**src/rtl/out_uart_tx.sv**
```systemverilog
// Serial console for the CPU OUT port: buffers OUT values in a small FIFO,
// renders each as unsigned decimal followed by CR LF, and shifts it out 8N1.
module out_uart_tx #(
  parameter int CLK_HZ     = 12000000,
  parameter int BAUD       = 115200,
  parameter int FIFO_DEPTH = 4
) (
  input  logic                        clk,
  input  logic                        reset_i,
  input  logic                        out_strobe_i,
  input  logic [7:0]                  out_value_i,
  output logic                        tx_o,
  output logic                        busy_o,
  output logic                        overflow_o,
  output logic [$clog2(FIFO_DEPTH):0] fifo_count_o
);

  localparam int DIV = (CLK_HZ + BAUD / 2) / BAUD;
  localparam int AW  = $clog2(FIFO_DEPTH);
  localparam int CW  = AW + 1;
  localparam int BW  = $clog2(DIV);

  typedef enum logic [2:0] {
    S_IDLE,
    S_CONV,
    S_START,
    S_DATA,
    S_STOP
  } state_e;

  logic [7:0]    fifo_mem_q [FIFO_DEPTH];
  logic [AW-1:0] wr_ptr_q, wr_ptr_d;
  logic [AW-1:0] rd_ptr_q, rd_ptr_d;
  logic [CW-1:0] count_q, count_d;
  logic          overflow_q, overflow_d;
  logic          strobe_prev_q, strobe_prev_d;

  state_e        state_q, state_d;
  logic [7:0]    v_q, v_d;
  logic [1:0]    h_q, h_d;
  logic [3:0]    t_q, t_d;
  logic [2:0]    idx_q, idx_d;
  logic [7:0]    shreg_q, shreg_d;
  logic [2:0]    bit_q, bit_d;
  logic [BW-1:0] baud_q, baud_d;
  logic          tx_q, tx_d;

  logic          push, push_ok, pop;
  logic [2:0]    first_idx;

  // Character slots: 0 hundreds, 1 tens, 2 units, 3 CR, 4 LF.
  function automatic logic [7:0] char_at(input logic [2:0] idx,
                                         input logic [1:0] hund,
                                         input logic [3:0] tens,
                                         input logic [7:0] units);
    logic [7:0] c;
    case (idx)
      3'd0:    c = 8'h30 + {6'd0, hund};
      3'd1:    c = 8'h30 + {4'd0, tens};
      3'd2:    c = 8'h30 + units;
      3'd3:    c = 8'h0D;
      default: c = 8'h0A;
    endcase
    return c;
  endfunction

  always_comb begin
    // NOTE: every signal gets a default before any branch, so no path leaves
    // a value unassigned and no latch is inferred.
    wr_ptr_d      = wr_ptr_q;
    rd_ptr_d      = rd_ptr_q;
    overflow_d    = overflow_q;
    strobe_prev_d = out_strobe_i;
    state_d       = state_q;
    v_d           = v_q;
    h_d           = h_q;
    t_d           = t_q;
    idx_d         = idx_q;
    shreg_d       = shreg_q;
    bit_d         = bit_q;
    baud_d        = baud_q;
    tx_d          = tx_q;
    pop           = 1'b0;

    push      = out_strobe_i & ~strobe_prev_q;
    push_ok   = push && (count_q < CW'(FIFO_DEPTH));
    first_idx = (h_q != 2'd0) ? 3'd0 : ((t_q != 4'd0) ? 3'd1 : 3'd2);

    if (push && !push_ok) begin
      overflow_d = 1'b1;
    end

    case (state_q)
      S_IDLE: begin
        if (count_q != '0) begin
          pop     = 1'b1;
          v_d     = fifo_mem_q[rd_ptr_q];
          h_d     = 2'd0;
          t_d     = 4'd0;
          state_d = S_CONV;
        end
      end

      S_CONV: begin
        if (v_q >= 8'd100) begin
          v_d = v_q - 8'd100;
          h_d = h_q + 2'd1;
        end else if (v_q >= 8'd10) begin
          v_d = v_q - 8'd10;
          t_d = t_q + 4'd1;
        end else begin
          idx_d   = first_idx;
          shreg_d = char_at(first_idx, h_q, t_q, v_q);
          baud_d  = BW'(DIV - 1);
          tx_d    = 1'b0;
          state_d = S_START;
        end
      end

      S_START: begin
        if (baud_q == '0) begin
          baud_d  = BW'(DIV - 1);
          bit_d   = 3'd0;
          tx_d    = shreg_q[0];
          state_d = S_DATA;
        end else begin
          baud_d = baud_q - 1'b1;
        end
      end

      S_DATA: begin
        if (baud_q == '0) begin
          baud_d = BW'(DIV - 1);
          if (bit_q == 3'd7) begin
            tx_d    = 1'b1;
            state_d = S_STOP;
          end else begin
            bit_d   = bit_q + 3'd1;
            shreg_d = shreg_q >> 1;
            tx_d    = shreg_q[1];
          end
        end else begin
          baud_d = baud_q - 1'b1;
        end
      end

      S_STOP: begin
        if (baud_q == '0) begin
          if (idx_q == 3'd4) begin
            state_d = S_IDLE;
          end else begin
            // Next start bit follows the stop bit directly, no idle gap.
            idx_d   = idx_q + 3'd1;
            shreg_d = char_at(idx_q + 3'd1, h_q, t_q, v_q);
            baud_d  = BW'(DIV - 1);
            tx_d    = 1'b0;
            state_d = S_START;
          end
        end else begin
          baud_d = baud_q - 1'b1;
        end
      end

      default: state_d = S_IDLE;
    endcase

    if (push_ok) begin
      wr_ptr_d = wr_ptr_q + 1'b1;
    end
    if (pop) begin
      rd_ptr_d = rd_ptr_q + 1'b1;
    end
    count_d = count_q + CW'(push_ok) - CW'(pop);
  end

  // NOTE: the FIFO storage has no reset; occupancy is tracked by count_q and
  // the pointers, so stale contents are never read.
  always_ff @(posedge clk) begin
    if (push_ok) begin
      fifo_mem_q[wr_ptr_q] <= out_value_i;
    end
  end

  // NOTE: sequential state uses non-blocking assignments only, so every flop
  // samples the pre-edge value of every other flop.
  always_ff @(posedge clk) begin
    if (reset_i) begin
      wr_ptr_q      <= '0;
      rd_ptr_q      <= '0;
      count_q       <= '0;
      overflow_q    <= 1'b0;
      strobe_prev_q <= 1'b1;
      state_q       <= S_IDLE;
      v_q           <= 8'd0;
      h_q           <= 2'd0;
      t_q           <= 4'd0;
      idx_q         <= 3'd0;
      shreg_q       <= 8'd0;
      bit_q         <= 3'd0;
      baud_q        <= '0;
      tx_q          <= 1'b1;
    end else begin
      wr_ptr_q      <= wr_ptr_d;
      rd_ptr_q      <= rd_ptr_d;
      count_q       <= count_d;
      overflow_q    <= overflow_d;
      strobe_prev_q <= strobe_prev_d;
      state_q       <= state_d;
      v_q           <= v_d;
      h_q           <= h_d;
      t_q           <= t_d;
      idx_q         <= idx_d;
      shreg_q       <= shreg_d;
      bit_q         <= bit_d;
      baud_q        <= baud_d;
      tx_q          <= tx_d;
    end
  end

  assign tx_o         = tx_q;
  assign overflow_o   = overflow_q;
  assign fifo_count_o = count_q;
  assign busy_o       = (count_q != '0) || (state_q != S_IDLE);

endmodule
```
**config.mk**
```make
export PLATFORM = sky130hd
export DESIGN_NAME = out_uart_tx
export DESIGN_NICKNAME = d
export VERILOG_FILES = /design/src/rtl/out_uart_tx.sv
export SDC_FILE = /design/constraint.sdc
export NUM_CORES = 1
export LEC_CHECK = 0
export BUFFER_PORTS_ARGS = -buffer_cell sky130_fd_sc_hd__buf_2
export CORE_MARGIN = 5
export CORE_UTILIZATION = 65
export DETAILED_ROUTE_END_ITERATION = 12
export HOLD_SLACK_MARGIN = 0.1
export PLACE_DENSITY_LB_ADDON = 0.25
export SYNTH_ARGS = -nofsm -noshare
export SYNTH_HDL_FRONTEND = slang
export SYNTH_SLANG_ARGS = --single-unit
```
**constraint.sdc**
```tcl
create_clock -name clk -period 3.86 [get_ports clk]
set_input_delay 0.579 -clock clk [delete_from_list [all_inputs] [get_ports clk]]
set_output_delay 0.579 -clock clk [all_outputs]
set_load 0.01 [all_outputs]
```
# After elaboration in Yosys (flattened, before gate mapping)
# Memories as Yosys holds them, arrays and structs flattened. A register that Yosys moved wholly into a read port is not among the register bits.
# Cells that the tools add are included.
[op_classes]
reduce_logical = 28
eq_ne = 25
add_sub_neg = 14
muxes = 60
magnitude_cmp = 3
n_bitwise = 2
[op_table]
columns = ["operator", "count"]
rows = [
  ["8-bit 2-to-1 mux", 9],
  ["8-bit one-hot mux with 4 select lines", 2],
  ["3-bit 2-to-1 mux", 14],
  ["7-bit 2-to-1 mux", 5],
  ["8-bit one-hot mux with 3 select lines", 1],
  ["2-bit != test (second input constant)", 11],
  ["7-bit one-hot mux with 3 select lines", 1],
  ["7-bit AND reduction", 3],
  ["8-bit one-hot mux with 2 select lines", 1],
  ["3-bit one-hot mux with 5 select lines", 1],
  ["2-bit 2-to-1 mux", 7],
  ["3-bit by 2-bit equality test with 1-bit output (second input constant)", 4],
  ["4-bit 2-to-1 mux", 3],
  ["3-bit one-hot mux with 2 select lines", 2],
  ["4-bit AND reduction", 3],
  ["3-bit nonzero test", 4],
  ["1-bit 2-to-1 mux", 11],
  ["3-bit equality test (second input constant)", 3],
  ["3-bit zero test", 3],
  ["6-bit by 8-bit adder with 8-bit output (first input constant)", 1],
  ["8-bit by 4-bit >= comparator with 1-bit output (second input constant)", 1],
  ["8-bit by 7-bit >= comparator with 1-bit output (second input constant)", 1],
  ["4-bit one-hot mux with 2 select lines", 1],
  ["2-bit nonzero test", 4],
  ["27 further kinds", 36],
]
[totals]
regBits = 48
memories = 1
out_inout_bits = 6
ramBits = 32
wordCells = 147
[mem_list]
columns = ["name", "words", "word_bits", "read_ports", "rd_clocked_by_memory_dff", "write_ports", "line_no", "text"]
rows = [
  ["fifo_mem_q", 4, 8, 1, 1, 1, "31", "logic [7:0] fifo_mem_q [FIFO_DEPTH];"],
]

# Logic depth before layout (Yosys ltp)
# Gate-level depths: netlist of the first run.
[logic_depth]
word_depth = 8
ltp_mapped = 13
ltp_nobuf = 11

# Worst setup path before layout of the first run
# Ideal clock, no wire load.
[synth_path]
path_kind = "reg-to-reg"
startpoint = "register count_q[1] (netlist: fifo_count_o[1])"
endpoint = "register count_q[2] (netlist: fifo_count_o[2])"
period_less_slack_ns = 2.551
path_slack_ns = 1.309
path_buffers = 2
setup_time_ns = 0.128
arrival_ns = 2.424
path_stages_with_launch = 14
path_cell_list = "dfxtp_1 nor3_2 nand2b_1 buf_2 inv_1 buf_1 ha_1 inv_1 ha_1 inv_1 fa_1 xor2_1 xnor2_1 nor2_1"
[synth_between]
elab_chain_cells = 4
word_cells_on_any_way = 7
classes_between = "2 x add/sub; 1 x order compare; 2 x mux; 2 x reduce/logical"
[synth_lines]
columns = ["element", "line_no", "text"]
rows = [
  ["from (decl)", "34", "logic [CW-1:0] count_q, count_d;"],
  ["from (signal assigned)", "205", "count_q <= count_d;"],
  ["3-bit nonzero test", "95", "if (count_q != '0) begin"],
  ["1-bit 2-to-1 mux", "95", ""],
  ["1-bit 2-to-1 mux", "93", "case (state_q)"],
  ["net pop", "48", "logic push, push_ok, pop;"],
  ["3-bit by 1-bit subtractor with 3-bit output", "173", "count_d = count_q + CW'(push_ok) - CW'(pop);"],
]
# The timed path passes the listed nets, and every way through them passes these cells.
# A chain may end at the register's enable or synchronous reset.

# Final worst setup path of the first run
[layout_path]
startpoint = "register state_q[0]"
endpoint = "register count_q[2] (netlist: fifo_count_o[2])"
[layout_between]
elab_chain_cells = 3
[layout_lines]
columns = ["element", "line_no", "text"]
rows = [
  ["from (decl)", "38", "state_e state_q, state_d;"],
  ["from (signal assigned)", "208", "state_q <= state_d;"],
  ["3-bit zero test", "93", ""],
  ["1-bit 2-to-1 mux", "93", ""],
  ["3-bit by 1-bit subtractor with 3-bit output", "173", ""],
]
# Every way passes these cells.

==> flow_summary.json, run 1 <==
{
  "powerDensity_nw_per_um2": 734.7,
  "ir_drop_mv": 0.4500,
  "synth_ff_type": "dfxtp_1",
  "globalRouteMet1Util_pct": 33.68,
  "synthAdderAreaFrac_pct": 8.564,
  "antenna_cells": 0,
  "critPathKind": "flip-flop to flip-flop",
  "rsz0062_at_grt": "no",
  "initial_core_util_pct": 66.17,
  "dp_hpwl_um": 7088,
  "whs_ns": 0.4142,
  "num_vias": 3613,
  "cts_tree": "built",
  "crit_buf_inv": 3,
  "cpMostUsedCell": "inv_1",
  "grt_pass1_vias": 3471,
  "finalHoldViolations": 0,
  "syn_area_um2": 4471,
  "cts_resized": 0,
  "slew_violations": 0,
  "status": "complete, no violations",
  "layout_commonest_cell": "dfxtp_1",
  "slowest_delay_ns": 0.45,
  "final_cell_mix": "dfxtp_1, nand2_1, a21oi_1, edfxtp_1, nor2_1",
  "vias_per_cell": 6.728,
  "leakage_uw": 0.001773,
  "cts_htree_levels": 3,
  "grt_max_degree": 50,
  "ys_seq_area_share_pct": 43.88,
  "max_freq_mhz": 341.7,
  "synth_compound_area_share_pct": 19.40,
  "cts.sinks": 82,
  "yosysWarnings": 0,
  "maxCapViolCount": 0,
  "dr.pass1.iters": 5,
  "fp.dieH_um": 92.93,
  "cts_root_buffer": "clkbuf_8",
  "syn_nets": 486,
  "nNetsFinal": 493,
  "crit_path_end_kind": "flip-flop",
  "ctsHoldBuffers": 0,
  "finalInstanceArea_um2": 4795,
  "wire_per_inst_um": 19.11,
  "grt-ovfl-total": 0,
  "wirelength_um": 10260,
  "synth-xor-area-share_pct": 1.763,
  "die_w_um": 92.93,
  "slew_headroom_pct": 25.80,
  "cp_top_family": "adder cells",
  "synth_edf_count": 32,
  "synth.distinct_cells": 62,
  "synth_top_family_by_area": "compound AO/OA/AOI/OAI gates",
  "period_minus_slack_ns": 2.927,
  "path_clk_slew_ns": 0.10,
  "crit_chain": "nor3_1, nand2b_1, inv_1, ha_1, inv_1, ha_1, inv_1, fa_1, xor2_1, xnor2_1, nor2_1",
  "rows": 30,
  "grt_pass1_wl_um": 16930,
  "setup_viol_count_final": 0,
  "final_util_pct": 70.96,
  "layout-drive-gt1-share_pct": 13.13,
  "nFillCells": 500,
  "fin_crit_sh_pct": 75.82,
  "cts_buffers": 9,
  "hold_class": "input pin to flip-flop",
  "cp-start-kind": "flip-flop",
  "clock_path_buffers": 2,
  "track_usage_pct": 24.81,
  "muxShareOfSynthArea_pct": 5.626,
  "drtIter0Drc": 260,
  "busiest_layer": "met2",
  "placed_cell_area_um2": 4577,
  "synth-simple-area-share_pct": 16.43,
  "path_max_fanout": 16,
  "ios": 17,
  "die-area_um2": 8636,
  "clkLatencyLatePin_ns": 0.37,
  "fin_skew_ns": 0.009635,
  "synth-async-reset-ratio_pct": 0,
  "tightest_slew_ns": 1.106,
  "critPathSlowestCell": "dfxtp_1",
  "grt_antenna_before_repair": 0,
  "drc": 0,
  "ant_nets": 0,
  "place_congestion": 0.9566,
  "area_growth_pct": 7.249,
  "critPathArrivalTime_ns": 3.16,
  "core_um2": 6756,
  "critPathRequiredTime_ns": 4.09,
  "synth_area_per_cell_um2": 10.05,
  "port_buffers": 16,
  "setup_tns_ns": 0,
  "yosys_register_bits": 82,
  "post-cts-setup-buffer-count": 0,
  "use_met2_pct": 39.83,
  "grt_util_met3_pct": 5.361,
  "syn-instance-count": 445
}
==> sequential cells by signal (all words and copies together), names as in the netlist, named ones only <==
register and cells:
t_q 4, state_q 3, idx_q 3, v_q 8, shreg_q 8, overflow_o 1, strobe_prev_q 1, fifo_count_o 3
fifo_mem_q 32, wr_ptr_q 2, rd_ptr_q 2, h_q 2, bit_q 3, tx_o 1, baud_q 7
==> cell usage after synthesis (all sizes together) (9+ instances only) <==
cell     n  area, um2
nand3   15      75.07
a211oi  12      90.09
inv     26      97.59
ha      29      362.9
buf     10      47.55
edfxtp  32      960.9
clkbuf  13      48.80
nor2    31      116.4
o21ai   13      65.06
a21oi   35      175.2
o31ai    9      72.57
dfxtp   50       1001
nor3    11      60.06
nand2   38      142.6
==> final cells by class <==
type	instances	area (um2)	area share (%)
Timing Repair Buffer	19	102.6	2.140
Inverter	26	97.59	2.035
Multi-Input combinational cell	314	2315	48.28
Clock buffer	9	123.9	2.584
Sequential cell	82	1962	40.92
Clock inverter	7	93.84	1.957
Tap cell	80	100.1	2.088
==> through the flow <==
step	std cells	worst slack [ns]	power [uW]
after floorplan	445	1.309	2442
after global placement	521	1.098	2747
after detailed placement	521	1.004	2803
after CTS	537	0.9206	3491
after global routing	537	0.6332	3751
final	537	0.9334	3523
==> path summary, 6_finish.rpt <==
check / start / cells after the start / slack [ns] / to
worst max-delay path: state_q[0] / 11 / 0.93 / fifo_count_o[2]
worst min-delay path: out_value_i[0] / 1 / 0.41 / fifo_mem_q[2][0]
worst max register to register: state_q[0] / 11 / 0.93 / fifo_count_o[2]
worst min register to register: bit_q[1] / 2 / 0.48 / bit_q[1]
==> power by group <==
group	total, uW	internal, uW	switching, uW	leakage, uW
Combinational	1540	633	910	0.000968
Sequential	1290	1050	240	0.000698
Clock	686	318	368	0.000107
Total	3520	2000	1520	0.00177
==> per-layer routing <==
metal  up-vias  share of wire, %
met2       154                47
met5         -                 0
met1      1756                44
met3        17               6.5
li1       1686                 -
met4         0               1.7
==> logic make-up (layout without fill, tap and decap cells) <==
kind of cell / count (synthesis) / count (layout)
and+or+nand+nor: 139 / 139
AOI/OAI and AO/OA: 121 / 121
DFF: 82 / 82
buffers and inverters: 49 / 61
adders and majority gates: 30 / 30
muxes: 15 / 15
xor gates and xnor gates: 9 / 9
(Power assumes the default switching activity.)
==> run 2, diff against run 1 <==
--- a/config.mk
+++ b/config.mk
@@ -5,9 +5,10 @@
 export SDC_FILE = /design/constraint.sdc
 export NUM_CORES = 1
 export LEC_CHECK = 0
+export ABC_AREA = 1
 export BUFFER_PORTS_ARGS = -buffer_cell sky130_fd_sc_hd__buf_2
 export CORE_MARGIN = 5
-export CORE_UTILIZATION = 65
+export CORE_UTILIZATION = 56
 export DETAILED_ROUTE_END_ITERATION = 12
 export HOLD_SLACK_MARGIN = 0.1
 export PLACE_DENSITY_LB_ADDON = 0.25
==> constraint.sdc (replaced) <==
create_clock -name clk -period 2.4 [get_ports clk]
set_input_delay 0.36 -clock clk [delete_from_list [all_inputs] [get_ports clk]]
set_output_delay 0.36 -clock clk [all_outputs]
set_load 0.01 [all_outputs]
==> run 2 against run 1 <==
  * Sequential power is 57% higher
  * Wire length decreased by 3.1%
  * Hold slack got worse by 0.19 ns
  * Highest routed layer unchanged
  * Sequential share of layout area fell by 2.0 points
  * Critical path depth shrank 1
  * Clock power grew 35%
  * Die area is 18% higher
  * Register-to-register slack lost 0.68 ns
  * Via count rose by 10%
  * Combinational power increased by 99%
  * Clock-buffer cell count rose by 1
  * Largest cell class unchanged
  * Worst setup slack lost 0.68 ns
  * Critical endpoint unchanged
==> flow_summary.json, run 2 <==
{
  "wirelength_um": 9942,
  "fin_skew_ns": 0.01430,
  "drtIter0Drc": 180,
  "synth.distinct_cells": 41,
  "die-area_um2": 10160,
  "cts.sinks": 82,
  "die_w_um": 100.8,
  "vias_per_cell": 5.360,
  "slew_violations": 0,
  "critPathArrivalTime_ns": 2.40,
  "syn-instance-count": 607,
  "ctsHoldBuffers": 0,
  "dp_hpwl_um": 7123,
  "critPathRequiredTime_ns": 2.65,
  "max_freq_mhz": 464.8,
  "layout-drive-gt1-share_pct": 11.62,
  "initial_core_util_pct": 56.73,
  "synth_ff_type": "dfxtp_1",
  "largest_reg_flops": 32,
  "cts_tree": "built",
  "leakage_uw": 0.002253,
  "grt_pass1_vias": 3781,
  "synth-async-reset-ratio_pct": 0,
  "reg_top3": "fifo_mem_q: 32 flops, shreg_q: 8 flops, v_q: 8 flops",
  "place_congestion": 0.9534,
  "maxCapViolCount": 0,
  "setup_tns_ns": 0,
  "cts_htree_levels": 3,
  "clkLatencyLatePin_ns": 0.36,
  "final_cells": 742,
  "rsz0062_at_grt": "no",
  "grt_max_degree": 26,
  "grt_antenna_before_repair": 0,
  "status": "complete, no violations",
  "syn_nets": 648,
  "finalHoldViolations": 0,
  "synth_area_leader_cell": "dfxtp_1",
  "hold_class": "input pin to flip-flop",
  "wire_per_inst_um": 13.40,
  "powerDensity_nw_per_um2": 1196,
  "layout_commonest_cell": "nand2_1",
  "grt-ovfl-total": 0,
  "nNetsFinal": 673,
  "antenna_cells": 0,
  "fp.dieH_um": 100.8,
  "tightest_slew_ns": 0.4759,
  "path_max_fanout": 5,
  "path_clk_slew_ns": 0.09,
  "dr.pass1.iters": 4,
  "core_um2": 8134,
  "multi_input_area_um2": 2317,
  "num_vias": 3977,
  "yosysWarnings": 0,
  "critPathSlowestCell": "fa_1",
  "syn_area_um2": 4614,
  "cp-start-kind": "flip-flop",
  "clock_path_buffers": 2,
  "nFillCells": 695,
  "crit_chain": "o31ai_2, inv_2, ha_1, inv_1, ha_1, inv_1, fa_1, xor2_2, o21ai_1, a21oi_1",
  "synth_edf_count": 32,
  "track_usage_pct": 21.13,
  "port_buffers": 16,
  "crit_path_end_kind": "flip-flop",
  "fin_crit_sh_pct": 89.65,
  "synthTopCellsByArea": "dfxtp_1, edfxtp_1, nand2_1, ha_1, nand3_1",
  "ant_nets": 0,
  "yosys_register_bits": 82,
  "critPathKind": "flip-flop to flip-flop",
  "cp_top_family": "adder cells",
  "period_minus_slack_ns": 2.152,
  "crit_buf_inv": 3,
  "dpl.cell_count": 726,
  "cts_buffers": 9,
  "slowest_delay_ns": 0.40,
  "final_cell_mix": "nand2_1, inv_1, nor2_1, nand3_1, dfxtp_1",
  "synth_most_common_cell": "nand2_1",
  "top_register": "fifo_mem_q",
  "area_growth_pct": 9.192,
  "synth_area_per_cell_um2": 7.602,
  "drc": 0,
  "ios": 17,
  "setup_viol_count_final": 0,
  "synth_common_cells": "nand2_1, inv_1, nor2_1, nand3_1, dfxtp_1",
  "synth_top_area_share_pct": 21.69,
  "ir_drop_mv": 0.8333,
  "rows": 33,
  "slew_headroom_pct": 68.24,
  "ys_seq_area_share_pct": 42.52,
  "ff_latch_area_um2": 1963,
  "grt_pass1_wl_um": 17240,
  "cts_root_buffer": "clkbuf_8"
}
run 2: cell families after synthesis:
kind of cell	share of synthesized area (%)
AOI/OAI and AO/OA	10.57
xor gates and xnor gates	2.088
adders and majority gates	8.297
DFF	42.52
and+or+nand+nor	29.04
buffers and inverters	7.483
run 2: timing repair:
item | in CTS | in global routing
endpoints found under the setup margin | 0 | 1
buffers inserted | 0 | 0
gates resized for setup | 0 | 6
run 2: worst paths after layout:
path	from	end	slack, ns	cells past startpoint
worst max-delay path	fifo_count_o[1]	fifo_count_o[2]	0.25	10
worst min-delay path	out_value_i[7]	fifo_mem_q[1][7]	0.22	1
worst max register to register	fifo_count_o[1]	fifo_count_o[2]	0.25	10
worst min register to register	overflow_o	overflow_o	0.46	2
run 2: area by class of cell:
cell class / count / share of cell area (%)
clock buffers: 10 / 2.732
repair buffers: 28 / 3.377
well taps: 105 / 2.607
clock inverters: 6 / 0.9188
inverters: 72 / 5.413
multi-input cells: 439 / 45.99
flip-flops and latches: 82 / 38.96
run 2: worst register-to-register path, cell delays in order (launching register included):
cell and delay [ns]:
dfxtp_1 0.39, o31ai_2 0.31, inv_2 0.10, ha_1 0.28, inv_1 0.06, ha_1 0.12, inv_1 0.04, fa_1 0.40
xor2_2 0.17, o21ai_1 0.13, a21oi_1 0.05
run 2: layer usage:
layer  vias up  wire [um]  GRT usage [%]
met4         0        167          7.358
met5         -          0              0
met3        13        477          3.806
met2        95       4649          34.58
met1      1833       4647          28.16
li1       2036          -              -
run 2: power by group:
part | total, uW | internal, uW | switching [uW]
Combinational | 3070 | 1080 | 1990
Sequential | 2020 | 1740 | 279
Clock | 928 | 413 | 515
run 2: stage by stage:
stage / setup WS [ns] / cell area [um2] / hold slack (ns) / power, uW / utilization (%)
3_3_place_gp: 0.2235 / 4843 / 0.4355 / 4981 / 59.54
2_1_floorplan: 0.1326 / 4614 / 0.4297 / 4342 / -
4_1_cts: 0.1614 / 5027 / 0.2079 / 5991 / 61.81
5_1_grt: 0.02333 / 5039 / 0.2074 / 6637 / 61.94
3_5_place_dp: 0.1693 / 4843 / 0.4456 / 5056 / 59.54
6_report: 0.2485 / 5039 / 0.2204 / 6024 / 61.94
==> run 3, diff against run 2 <==
--- a/config.mk
+++ b/config.mk
@@ -8,7 +8,8 @@
 export ABC_AREA = 1
 export BUFFER_PORTS_ARGS = -buffer_cell sky130_fd_sc_hd__buf_2
 export CORE_MARGIN = 5
-export CORE_UTILIZATION = 56
+export CORE_UTILIZATION = 58
+export CTS_BUF_LIST = sky130_fd_sc_hd__clkbuf_4
 export DETAILED_ROUTE_END_ITERATION = 12
 export HOLD_SLACK_MARGIN = 0.1
 export PLACE_DENSITY_LB_ADDON = 0.25
==> constraint.sdc (replaced) <==
create_clock -name clk -period 2.4 [get_ports clk]
set_input_delay 0.36 -clock clk [delete_from_list [all_inputs] [get_ports clk]]
set_output_delay 0.36 -clock clk [all_outputs]
set_load 0.1 [all_outputs]
==> run 3 against run 2 <==
  * Die area shrank 3.1%
  * Critical path depth rose by 3
  * Via count increased by 1.1%
  * Clock skew decreased by 0.0042 ns
  * Total power rose by 2.7%
  * Sequential power hardly changed
  * Non-clock buffer count grew 7
  * Hold slack worse by 0.092 ns
  * Critical path type unchanged
  * Fmax down 1.6%
  * Utilization rose by 3.5 points
  * Worst setup slack worse by 0.036 ns
==> flow_summary.json, run 3 (same netlist as run 2, synthesis figures left out) <==
{
  "status": "complete, no violations",
  "grt_max_degree": 26,
  "leakage_uw": 0.002269,
  "port_buffers": 16,
  "cts.sinks": 82,
  "track_usage_pct": 20.63,
  "cts_root_buffer": "clkbuf_4",
  "clock_path_buffers": 2,
  "ir_drop_mv": 1.072,
  "grt_antenna_before_repair": 0,
  "setup_viol_count_final": 0,
  "final_cells": 746,
  "largest_reg_flops": 32,
  "whs_path_depth": 1,
  "r2r_slack_ns": 0.21,
  "drtIter0Drc": 229,
  "crit_path_end_kind": "flip-flop",
  "grt_pass1_vias": 3629,
  "die_w_um": 99.20,
  "layout-drive-gt1-share_pct": 11.65,
  "placed_cell_area_um2": 4867,
  "critPathArrivalTime_ns": 2.57,
  "fin_skew_ns": 0.01007,
  "max_freq_mhz": 457.2,
  "final_cell_mix": "nand2_1, inv_1, nor2_1, nand3_1, dfxtp_1",
  "reg2regPathDepth": 13,
  "die-area_um2": 9840,
  "maxCapViolCount": 0,
  "rows": 32,
  "cts_tree": "built",
  "critPathKind": "flip-flop to flip-flop",
  "wire_per_inst_um": 13.29,
  "whs_ns": 0.1289,
  "dr.pass1.iters": 5,
  "reg_top3": "fifo_mem_q: 32 flops, shreg_q: 8 flops, v_q: 8 flops",
  "dp_hpwl_um": 7099,
  "layout_setup_ws_ns": 0.2127,
  "fin_crit_sh_pct": 91.14,
  "hold_class": "input pin to flip-flop",
  "initial_core_util_pct": 59.72,
  "nNetsFinal": 680,
  "tightest_slew_ns": 0.4879,
  "post-cts-setup-buffer-count": 0,
  "cp-start-kind": "flip-flop",
  "critPathRequiredTime_ns": 2.78,
  "top_register": "fifo_mem_q",
  "slew_headroom_pct": 67.70,
  "vias_per_cell": 5.390,
  "area_growth_pct": 9.545,
  "core_um2": 7727,
  "path_max_fanout": 5,
  "ios": 17,
  "cts_htree_levels": 3,
  "setup_tns_ns": 0,
  "cts_buffers": 9,
  "period_minus_slack_ns": 2.187,
  "fp.dieH_um": 99.20,
  "ant_nets": 0,
  "clkLatencyLatePin_ns": 0.44,
  "finalInstanceArea_um2": 5055,
  "pre_cts_ws_ns": 0.1615,
  "grt-ovfl-total": 0,
  "powerDensity_nw_per_um2": 1224,
  "dpl.cell_count": 725,
  "rsz0062_at_grt": "no",
  "slew_violations": 0,
  "antenna_cells": 0,
  "path_clk_slew_ns": 0.15,
  "grt_pass1_wl_um": 16710,
  "layout_commonest_cell": "nand2_1",
  "place_congestion": 0.9570,
  "finalHoldViolations": 0,
  "nFillCells": 664,
  "wirelength_um": 9912,
  "drc": 0,
  "num_vias": 4021
}
run 3: cell count changes in the layout (fill, tap and decap cells not counted), sizes merged:
cell / before / now
clkbuf: 10 / 9
inv: 74 / 77
clkinv: 2 / 1
clkinvlp: 2 / 1
dlygate4sd3: 0 / 5
buf: 28 / 30
run 3: final cells by class:
| type | count | area (um2) | area share (%) |
|---|---|---|---|
| multi-input cells | 439 | 2318 | 45.87 |
| well taps | 102 | 127.6 | 2.525 |
| clock buffers | 9 | 67.56 | 1.337 |
| inverters | 72 | 272.8 | 5.396 |
| repair buffers | 35 | 235.2 | 4.653 |
| clock inverters | 7 | 67.56 | 1.337 |
| flip-flops and latches | 82 | 1966 | 38.89 |
run 3: metrics by stage:
step           total power (uW)  utilization, %
2_1_floorplan              4627               -
3_3_place_gp               5283           62.99
3_5_place_dp               5366           62.99
4_1_cts                    6166           64.73
5_1_grt                    6755           65.41
6_report                   6189           65.41
run 3: worst max-delay path: stages (launching register included):
cell and delay [ns]:
dfxtp_1 0.33, inv_1 0.09, nand2_1 0.09, nor2_2 0.15
o31ai_4 0.09, inv_1 0.12, ha_1 0.24, inv_1 0.06
ha_1 0.13, inv_1 0.05, fa_1 0.37, xor2_1 0.18
o21ai_0 0.10, a21oi_1 0.14
run 3: final timing paths:
| kind | to | from |
|---|---|---|
| setup / recovery | fifo_count_o[2] | state_q[0] |
| hold / removal | fifo_mem_q[2][7] | out_value_i[7] |
| setup reg to reg | fifo_count_o[2] | state_q[0] |
| hold reg to reg | shreg_q[6] | shreg_q[6] |
run 3: power by group:
part | total, uW | internal (uW) | leakage [uW] | switching (uW)
Clock | 798 | 246 | 0.0000733 | 553
Combinational | 3360 | 1100 | 0.00149 | 2260
Sequential | 2030 | 1740 | 0.000701 | 285
run 3: routing by layer:
| metal | GRT usage (%) | part of all wire [%] | vias to the layer above |
|---|---|---|---|
| met5 | 0 | 0 | - |
| met3 | 3.647 | 5.3 | 10 |
| met2 | 33.42 | 47 | 105 |
| met4 | 4.727 | 0.73 | 0 |
| met1 | 28.90 | 47 | 1855 |
| li1 | - | - | 2051 |
run 3: what timing repair did:
action	CTS	global route
hold buffers	0	5
endpoints found under the hold margin	0	17
gates resized for setup	0	1
endpoints found under the setup margin	0	1
